### config.mk
export PLATFORM = sky130hd
export DESIGN_NAME = vram_arbiter_flat
export DESIGN_NICKNAME = d
export VERILOG_FILES = /design/src/rtl/vram_arbiter_pkg.sv /design/src/rtl/vram_arbiter_if.sv /design/src/rtl/vram_arbiter_scan_addr_gen.sv /design/src/rtl/vram_arbiter.sv /design/src/flat_wrapper.sv
export SDC_FILE = /design/constraint.sdc
export NUM_CORES = 1
export LEC_CHECK = 0
export BUFFER_PORTS_ARGS = -buffer_cell sky130_fd_sc_hd__buf_4
export CORE_MARGIN = 2
export CORE_UTILIZATION = 25
export CTS_CLUSTER_DIAMETER = 40
export DETAILED_ROUTE_END_ITERATION = 7
export GPL_TIMING_DRIVEN = 0
export MAX_ROUTING_LAYER = met4
export PLACE_DENSITY_LB_ADDON = 0.25
export SLEW_MARGIN = 20
export SYNTH_ARGS = -nofsm -noshare
export SYNTH_HDL_FRONTEND = slang
export SYNTH_SLANG_ARGS = --single-unit
### constraint.sdc
create_clock -name clk_in -period 2.2 [get_ports clk_in]
set_input_delay 0.44 -clock clk_in [delete_from_list [all_inputs] [get_ports clk_in]]
set_output_delay 0.44 -clock clk_in [all_outputs]
set_load 0.05 [all_outputs]
### src/rtl/vram_arbiter_pkg.sv
// Shared VGA timing constants and types for the VRAM arbiter slice.
// Defaults describe 640x480 at a 25.175 MHz pixel clock.
package vga_pkg;
    localparam int unsigned H_ACTIVE = 640;
    localparam int unsigned H_TOTAL  = 800;
    localparam int unsigned V_ACTIVE = 480;
    localparam int unsigned V_TOTAL  = 525;
    localparam int unsigned DATA_W   = 12;

    typedef logic [DATA_W-1:0] pixel_t;
    typedef enum logic [1:0] {RD_NONE, RD_DISP, RD_HOST} rd_owner_e;
endpackage

### src/rtl/vram_arbiter_if.sv
// Host-side valid/ready request bus plus read-return channel of the VRAM arbiter.
interface vram_arbiter_if #(
    parameter int unsigned ADDR_W = 19,
    parameter int unsigned DATA_W = 12
);
    logic              host_valid;
    logic              host_we;
    logic [ADDR_W-1:0] host_addr;
    logic [DATA_W-1:0] host_wdata;
    logic              host_ready;
    logic              host_rvalid;
    logic [DATA_W-1:0] host_rdata;

    modport master (
        output host_valid, host_we, host_addr, host_wdata,
        input  host_ready, host_rvalid, host_rdata
    );

    modport slave (
        input  host_valid, host_we, host_addr, host_wdata,
        output host_ready, host_rvalid, host_rdata
    );
endinterface

### src/rtl/vram_arbiter_scan_addr_gen.sv
// Scanout address counter: advances once per active pixel, wraps at frame end,
// and flags the first scanout read of each frame.
module vram_scan_addr_gen #(
    parameter int unsigned H_ACTIVE = 640,
    parameter int unsigned V_ACTIVE = 480,
    parameter int unsigned H_TOTAL  = 800,
    parameter int unsigned V_TOTAL  = 525,
    parameter int unsigned ADDR_W   = $clog2(H_ACTIVE * V_ACTIVE),
    parameter int unsigned HC_W     = $clog2(H_TOTAL),
    parameter int unsigned VC_W     = $clog2(V_TOTAL)
) (
    input  logic              clk_in,
    input  logic              resetn,
    input  logic              disp_slot,
    input  logic [HC_W-1:0]   h_count,
    input  logic [VC_W-1:0]   v_count,
    output logic [ADDR_W-1:0] scan_addr,
    output logic              frame_start
);
    localparam logic [HC_W-1:0]   H_LAST = HC_W'(H_TOTAL - 1);
    localparam logic [VC_W-1:0]   V_LAST = VC_W'(V_TOTAL - 1);
    localparam logic [ADDR_W-1:0] A_LAST = ADDR_W'(H_ACTIVE * V_ACTIVE - 1);

    logic [ADDR_W-1:0] scan_addr_q, scan_addr_d;
    logic              frame_start_q, frame_start_d;

    always_comb begin
        scan_addr_d = scan_addr_q;
        // Folding back after the last pixel keeps the counter inside the frame buffer
        // through v-blank; the explicit frame wrap realigns it with the timing block.
        if (h_count == H_LAST && v_count == V_LAST) begin
            scan_addr_d = '0;
        end else if (disp_slot) begin
            scan_addr_d = (scan_addr_q == A_LAST) ? '0 : scan_addr_q + ADDR_W'(1);
        end
        frame_start_d = disp_slot && (h_count == '0) && (v_count == '0);
    end

    always_ff @(posedge clk_in or negedge resetn) begin
        if (!resetn) begin
            scan_addr_q   <= '0;
            frame_start_q <= 1'b0;
        end else begin
            scan_addr_q   <= scan_addr_d;
            frame_start_q <= frame_start_d;
        end
    end

    assign scan_addr   = scan_addr_q;
    assign frame_start = frame_start_q;
endmodule

### src/rtl/vram_arbiter.sv
// Shares one single-port pixel RAM between VGA scanout and a host port.
// Scanout owns every active-video slot; host requests fill all blanking slots.
module vram_arbiter
    import vga_pkg::*;
#(
    parameter int unsigned H_ACTIVE = vga_pkg::H_ACTIVE,
    parameter int unsigned H_TOTAL  = vga_pkg::H_TOTAL,
    parameter int unsigned V_ACTIVE = vga_pkg::V_ACTIVE,
    parameter int unsigned V_TOTAL  = vga_pkg::V_TOTAL,
    parameter int unsigned DATA_W   = vga_pkg::DATA_W,
    parameter int unsigned ADDR_W   = $clog2(H_ACTIVE * V_ACTIVE),
    parameter int unsigned HC_W     = $clog2(H_TOTAL),
    parameter int unsigned VC_W     = $clog2(V_TOTAL)
) (
    input  logic              clk_in,
    input  logic              resetn,
    input  logic [HC_W-1:0]   h_count,
    input  logic [VC_W-1:0]   v_count,
    output logic [DATA_W-1:0] pix_data,
    output logic              pix_valid,
    output logic              frame_start,
    vram_arbiter_if.slave     host,
    output logic [ADDR_W-1:0] mem_addr,
    output logic              mem_we,
    output logic [DATA_W-1:0] mem_wdata,
    input  logic [DATA_W-1:0] mem_rdata
);
    localparam logic [HC_W-1:0] H_ACT_C = HC_W'(H_ACTIVE);
    localparam logic [VC_W-1:0] V_ACT_C = VC_W'(V_ACTIVE);

    logic              disp_slot;
    logic [ADDR_W-1:0] scan_addr;
    rd_owner_e         rd_owner_q, rd_owner_d;
    logic [DATA_W-1:0] pix_data_q, pix_data_d;
    logic [DATA_W-1:0] host_rdata_q, host_rdata_d;
    logic              pix_valid_q, pix_valid_d;
    logic              host_rvalid_q, host_rvalid_d;

    always_comb disp_slot = (h_count < H_ACT_C) && (v_count < V_ACT_C);

    vram_scan_addr_gen #(
        .H_ACTIVE (H_ACTIVE),
        .V_ACTIVE (V_ACTIVE),
        .H_TOTAL  (H_TOTAL),
        .V_TOTAL  (V_TOTAL),
        .ADDR_W   (ADDR_W),
        .HC_W     (HC_W),
        .VC_W     (VC_W)
    ) u_scan_addr_gen (
        .clk_in      (clk_in),
        .resetn      (resetn),
        .disp_slot   (disp_slot),
        .h_count     (h_count),
        .v_count     (v_count),
        .scan_addr   (scan_addr),
        .frame_start (frame_start)
    );

    always_comb begin
        mem_addr        = host.host_addr;
        mem_we          = 1'b0;
        mem_wdata       = host.host_wdata;
        host.host_ready = 1'b1;
        rd_owner_d      = RD_NONE;
        if (disp_slot) begin
            mem_addr        = scan_addr;
            host.host_ready = 1'b0;
            rd_owner_d      = RD_DISP;
        end else if (host.host_valid) begin
            mem_we     = host.host_we;
            rd_owner_d = host.host_we ? RD_NONE : RD_HOST;
        end
    end

    // rd_owner_q tags whose address went out last cycle, i.e. who owns mem_rdata now.
    always_comb begin
        pix_data_d    = '0;
        pix_valid_d   = 1'b0;
        host_rvalid_d = 1'b0;
        host_rdata_d  = host_rdata_q;
        case (rd_owner_q)
            RD_DISP: begin
                pix_data_d  = mem_rdata;
                pix_valid_d = 1'b1;
            end
            RD_HOST: begin
                host_rdata_d  = mem_rdata;
                host_rvalid_d = 1'b1;
            end
            default: ;
        endcase
    end

    always_ff @(posedge clk_in or negedge resetn) begin
        if (!resetn) begin
            rd_owner_q    <= RD_NONE;
            pix_data_q    <= '0;
            pix_valid_q   <= 1'b0;
            host_rdata_q  <= '0;
            host_rvalid_q <= 1'b0;
        end else begin
            rd_owner_q    <= rd_owner_d;
            pix_data_q    <= pix_data_d;
            pix_valid_q   <= pix_valid_d;
            host_rdata_q  <= host_rdata_d;
            host_rvalid_q <= host_rvalid_d;
        end
    end

    assign pix_data         = pix_data_q;
    assign pix_valid        = pix_valid_q;
    assign host.host_rdata  = host_rdata_q;
    assign host.host_rvalid = host_rvalid_q;
endmodule
### src/flat_wrapper.sv
// flat-port wrapper written by rule: the top's interface ports become plain ports
module vram_arbiter_flat import vga_pkg::*;
#(
    parameter int unsigned H_ACTIVE = vga_pkg::H_ACTIVE,
    parameter int unsigned H_TOTAL  = vga_pkg::H_TOTAL,
    parameter int unsigned V_ACTIVE = vga_pkg::V_ACTIVE,
    parameter int unsigned V_TOTAL  = vga_pkg::V_TOTAL,
    parameter int unsigned DATA_W   = vga_pkg::DATA_W,
    parameter int unsigned ADDR_W   = $clog2(H_ACTIVE * V_ACTIVE),
    parameter int unsigned HC_W     = $clog2(H_TOTAL),
    parameter int unsigned VC_W     = $clog2(V_TOTAL)
)
  (clk_in, resetn, h_count, v_count, pix_data, pix_valid, frame_start, mem_addr, mem_we, mem_wdata, mem_rdata, host_host_valid, host_host_we, host_host_addr, host_host_wdata, host_host_ready, host_host_rvalid, host_host_rdata);
  vram_arbiter_if #(.ADDR_W(ADDR_W), .DATA_W(DATA_W)) host_i ();
  input  logic clk_in;
  input  logic resetn;
  input  logic [HC_W-1:0] h_count;
  input  logic [VC_W-1:0] v_count;
  output logic [DATA_W-1:0] pix_data;
  output logic pix_valid;
  output logic frame_start;
  output logic [ADDR_W-1:0] mem_addr;
  output logic mem_we;
  output logic [DATA_W-1:0] mem_wdata;
  input  logic [DATA_W-1:0] mem_rdata;
  input wire logic [$bits(host_i.host_valid)-1:0] host_host_valid;
  input wire logic [$bits(host_i.host_we)-1:0] host_host_we;
  input wire logic [$bits(host_i.host_addr)-1:0] host_host_addr;
  input wire logic [$bits(host_i.host_wdata)-1:0] host_host_wdata;
  output wire logic [$bits(host_i.host_ready)-1:0] host_host_ready;
  output wire logic [$bits(host_i.host_rvalid)-1:0] host_host_rvalid;
  output wire logic [$bits(host_i.host_rdata)-1:0] host_host_rdata;
  assign host_i.host_valid = host_host_valid;
  assign host_i.host_we = host_host_we;
  assign host_i.host_addr = host_host_addr;
  assign host_i.host_wdata = host_host_wdata;
  assign host_host_ready = host_i.host_ready;
  assign host_host_rvalid = host_i.host_rvalid;
  assign host_host_rdata = host_i.host_rdata;
  vram_arbiter #(.H_ACTIVE(H_ACTIVE), .H_TOTAL(H_TOTAL), .V_ACTIVE(V_ACTIVE), .V_TOTAL(V_TOTAL), .DATA_W(DATA_W), .ADDR_W(ADDR_W), .HC_W(HC_W), .VC_W(VC_W)) u_core (.clk_in(clk_in), .resetn(resetn), .h_count(h_count), .v_count(v_count), .pix_data(pix_data), .pix_valid(pix_valid), .frame_start(frame_start), .host(host_i), .mem_addr(mem_addr), .mem_we(mem_we), .mem_wdata(mem_wdata), .mem_rdata(mem_rdata));
endmodule
==> results.yml <==
outcome:
  status: "finished clean"
yosys:
  synth_area_leaders: "dfrtp_1 49%, nand2_1 12%, mux2_2 5.6%, nand3_1 3.9%, buf_4 3.7%"
  avgSynthCellArea_um2: 9.04
  ys_types: 36
  yosysTopAreaCell: "dfrtp_1"
  syn-num-nets: 337
  synth_cells: 269
  netlist_area_mm2: 0.00243
  ys_seq_area_share_pct: 49.4
  synth.most_common_cell: "nand2_1"
  synthTopCellsByCount: "78 x nand2_1, 48 x dfrtp_1, 19 x nand3_1"
  synth_top_area_share_pct: 49.4
  synth_edf_count: 0
  synth_ff_type: "dfrtp_1"
  synth-seq-cells: 48
  async_flop_share_pct: 100
  ys.warnings.count: 0
drt:
  ant_nets: 0
  initialDrtViolationCount: 101
  route.detailed.drc: 0
  via_per_inst: 4.57
  routed_wl_um: 6390
  dr.pass1.iters: 4
  num_vias: 2387
  wl_per_cell_um: 12.2
critical_path:
  cp-end-kind: "output port"
  crit_start: "v_count[5]"
  required_ns: 1.76
  cp.arrival_ns: 1.69
  start_kind: "primary input"
  worstSetupPathType: "in2out"
  crit_fanout: 10
  r2r-start: "u_core.u_scan_addr_gen.scan_addr[0]$_DFFE_PN0P_"
layout:
  regArea_mm2: 0.00120
  area_growth_pct: 49.2
  nFillCells: 959
  design_area_mm2: 0.00363
  fin_nets: 460
  final_layout_size_suffix_gt1_share_pct: 41.7
  multi_input_area_mm2: 0.00110
  final_util_pct: 38.9
  diodes: 0
clock_network:
  cts_buffer_depth: 2
  cts_made_buffers: 5
  clock-sinks: 48
  clock-root-buffer: "clkbuf_8"
  cts.clk_slew.worst_paths_ns: 0.09
  cts_tree: "yes"
  cts_hold_buf: 0
  clk_latency_ns: 0.30
  htree_levels: 2
power:
  p_comb_share_pct: 35.4
  p_sw_uw: 1080
  p_int_uw: 1740
  p_sw_share_pct: 38.2
  p_per_area_mw_per_mm2: 777
  clkPwrFrac_pct: 23.7
  pwr-share-seq_pct: 40.9
  worst_ir_drop_vdd_mv: 0.281
  leakage_uw: 0.00183
global_routing:
  antenna_found_initial: 0
  grt_max_degree: 49
  grt-ovfl-total: 0
  grt_pass1_vias: 2241
  grt_pass1_wl_um: 10100
  grtUsageTotal_pct: 12.3
timing:
  period_share_pct: 96.7
  fin_hold_ws_ns: 0.150
  max_freq_mhz: 470
  clock_skew_ns: 0.00329
  slew_viol_final: 0
  fin_crit_ns: 2.13
  slew_headroom_pct: 59.8
  final_hold_viol_count: 0
  setup_violations: 0
  worst_pin_slew_ns: 0.602
job:
  cap_violations: 0
placement:
  portBuffers: 114
  gp_congestion: 0.757
  dp_hpwl_um: 4960
  place_area_mm2: 0.00345
floorplan:
  num_rows: 35
  die_x_um: 103
  io-pin-count: 127
  die_area_mm2: 0.0105
  core_region_area_mm2: 0.00933
  fp.dieH_um: 103
  initial_core_util_pct: 26.1
worst_hold_path:
  hold_path.class: "in2async"
-- power groups by stage --
stage	Sequential (µW)	Combinational, µW	Clock, µW
3_3_place_gp	1160	991	0
4_1_cts	1150	1010	694
5_1_grt	1180	1070	727
6_report	1150	998	667
2_1_floorplan	1360	436	0
3_5_place_dp	1170	1000	0
-- cells by family (layout without fill, tap and decap cells) --
family                     Yosys count  count (layout)  synth area share (%)
and+or+nand+nor                    152             152                  29.9
DFF                                 48              48                  49.4
AOI/OAI and AO/OA                   30              30                  8.44
buffers and inverters               26             150                  6.17
muxes                               12              12                  5.56
adders and majority gates            1               1                 0.514
-- placed cells by master (no fill, tap or decap), drive strengths merged, types with 6 or more instances in the layout --
cell      n
and2     13
buf     133
nand3    19
nand4     9
and3      6
nor3      7
clkbuf   13
nand2    78
dfrtp    48
a21oi     6
mux2     12
-- sequential cells by signal, indices dropped and copies added, names as in the netlist --
signal / cells
u_core.u_scan_addr_gen.scan_addr: 19
u_core.host.host_rdata: 12
u_core.pix_data: 12
u_core.rd_owner_q: 2
u_core.host.host_rvalid: 1
u_core.pix_valid: 1
u_core.u_scan_addr_gen.frame_start: 1
-- cell type report --
type,count,area share [%]
timing repair buffer,116,24.0
multi-input combinational,195,30.4
tap,129,4.45
buffer,24,4.45
clock inverter,2,1.07
clock buffer,6,2.28
sequential,48,33.1
inverter,2,0.207
-- critical path, cell delays in order --
cell,delay (ns)
buf_4,0.12
a41oi_2,0.23
nand2_2,0.16
buf_4,0.21
clkbuf_4,0.20
nand2_1,0.08
nand2_1,0.06
buf_4,0.19
-- per-stage QoR --
step / setup slack (ns) / setup TNS [ns] / total power (µW) / instances
floorplan: 0.0296 / 0 / 1790 / 269
global placement: -0.297 / -6.83 / 2150 / 512
detailed placement: -0.304 / -6.84 / 2170 / 512
CTS: 0.0237 / 0 / 2850 / 522
global route: -0.00647 / -0.0100 / 2970 / 522
finish: 0.0733 / 0 / 2820 / 522
-- path summary, 6_finish.rpt --
path                                                               endpoint  slack, ns  depth (start not counted)
min in group clk_in                          u_core.rd_owner_q[1]$_DFF_PN0_       0.29                          2
hold / removal                                   u_core.pix_valid$_DFF_PN0_       0.15                          1
setup / recovery                                               mem_addr[10]       0.07                          8
hold reg to reg                       u_core.host.host_rdata[7]$_DFFE_PN0P_       0.51                          1
setup reg to reg           u_core.u_scan_addr_gen.scan_addr[14]$_DFFE_PN0P_       0.19                          8
max in group asynchronous             u_core.host.host_rdata[8]$_DFFE_PN0P_       1.65                          1
-- metal layers --
| metal | global-route usage (%) | part of all wire (%) | vias up |
|---|---|---|---|
| li1 | - | - | 1169 |
| met1 | 14.2 | 42 | 1110 |
| met2 | 21.4 | 49 | 102 |
| met3 | 2.85 | 8.4 | 6 |
| met4 | 3.59 | 0.83 | 0 |
| met5 | - | 0 | - |
-- what timing repair did --
item,in CTS,in global routing
endpoints found under the setup margin,32,19
gates resized for setup,9,11
pin swaps,1,1
buffers inserted,2,0
No activity file was read; power rests on OpenSTA's default activity.
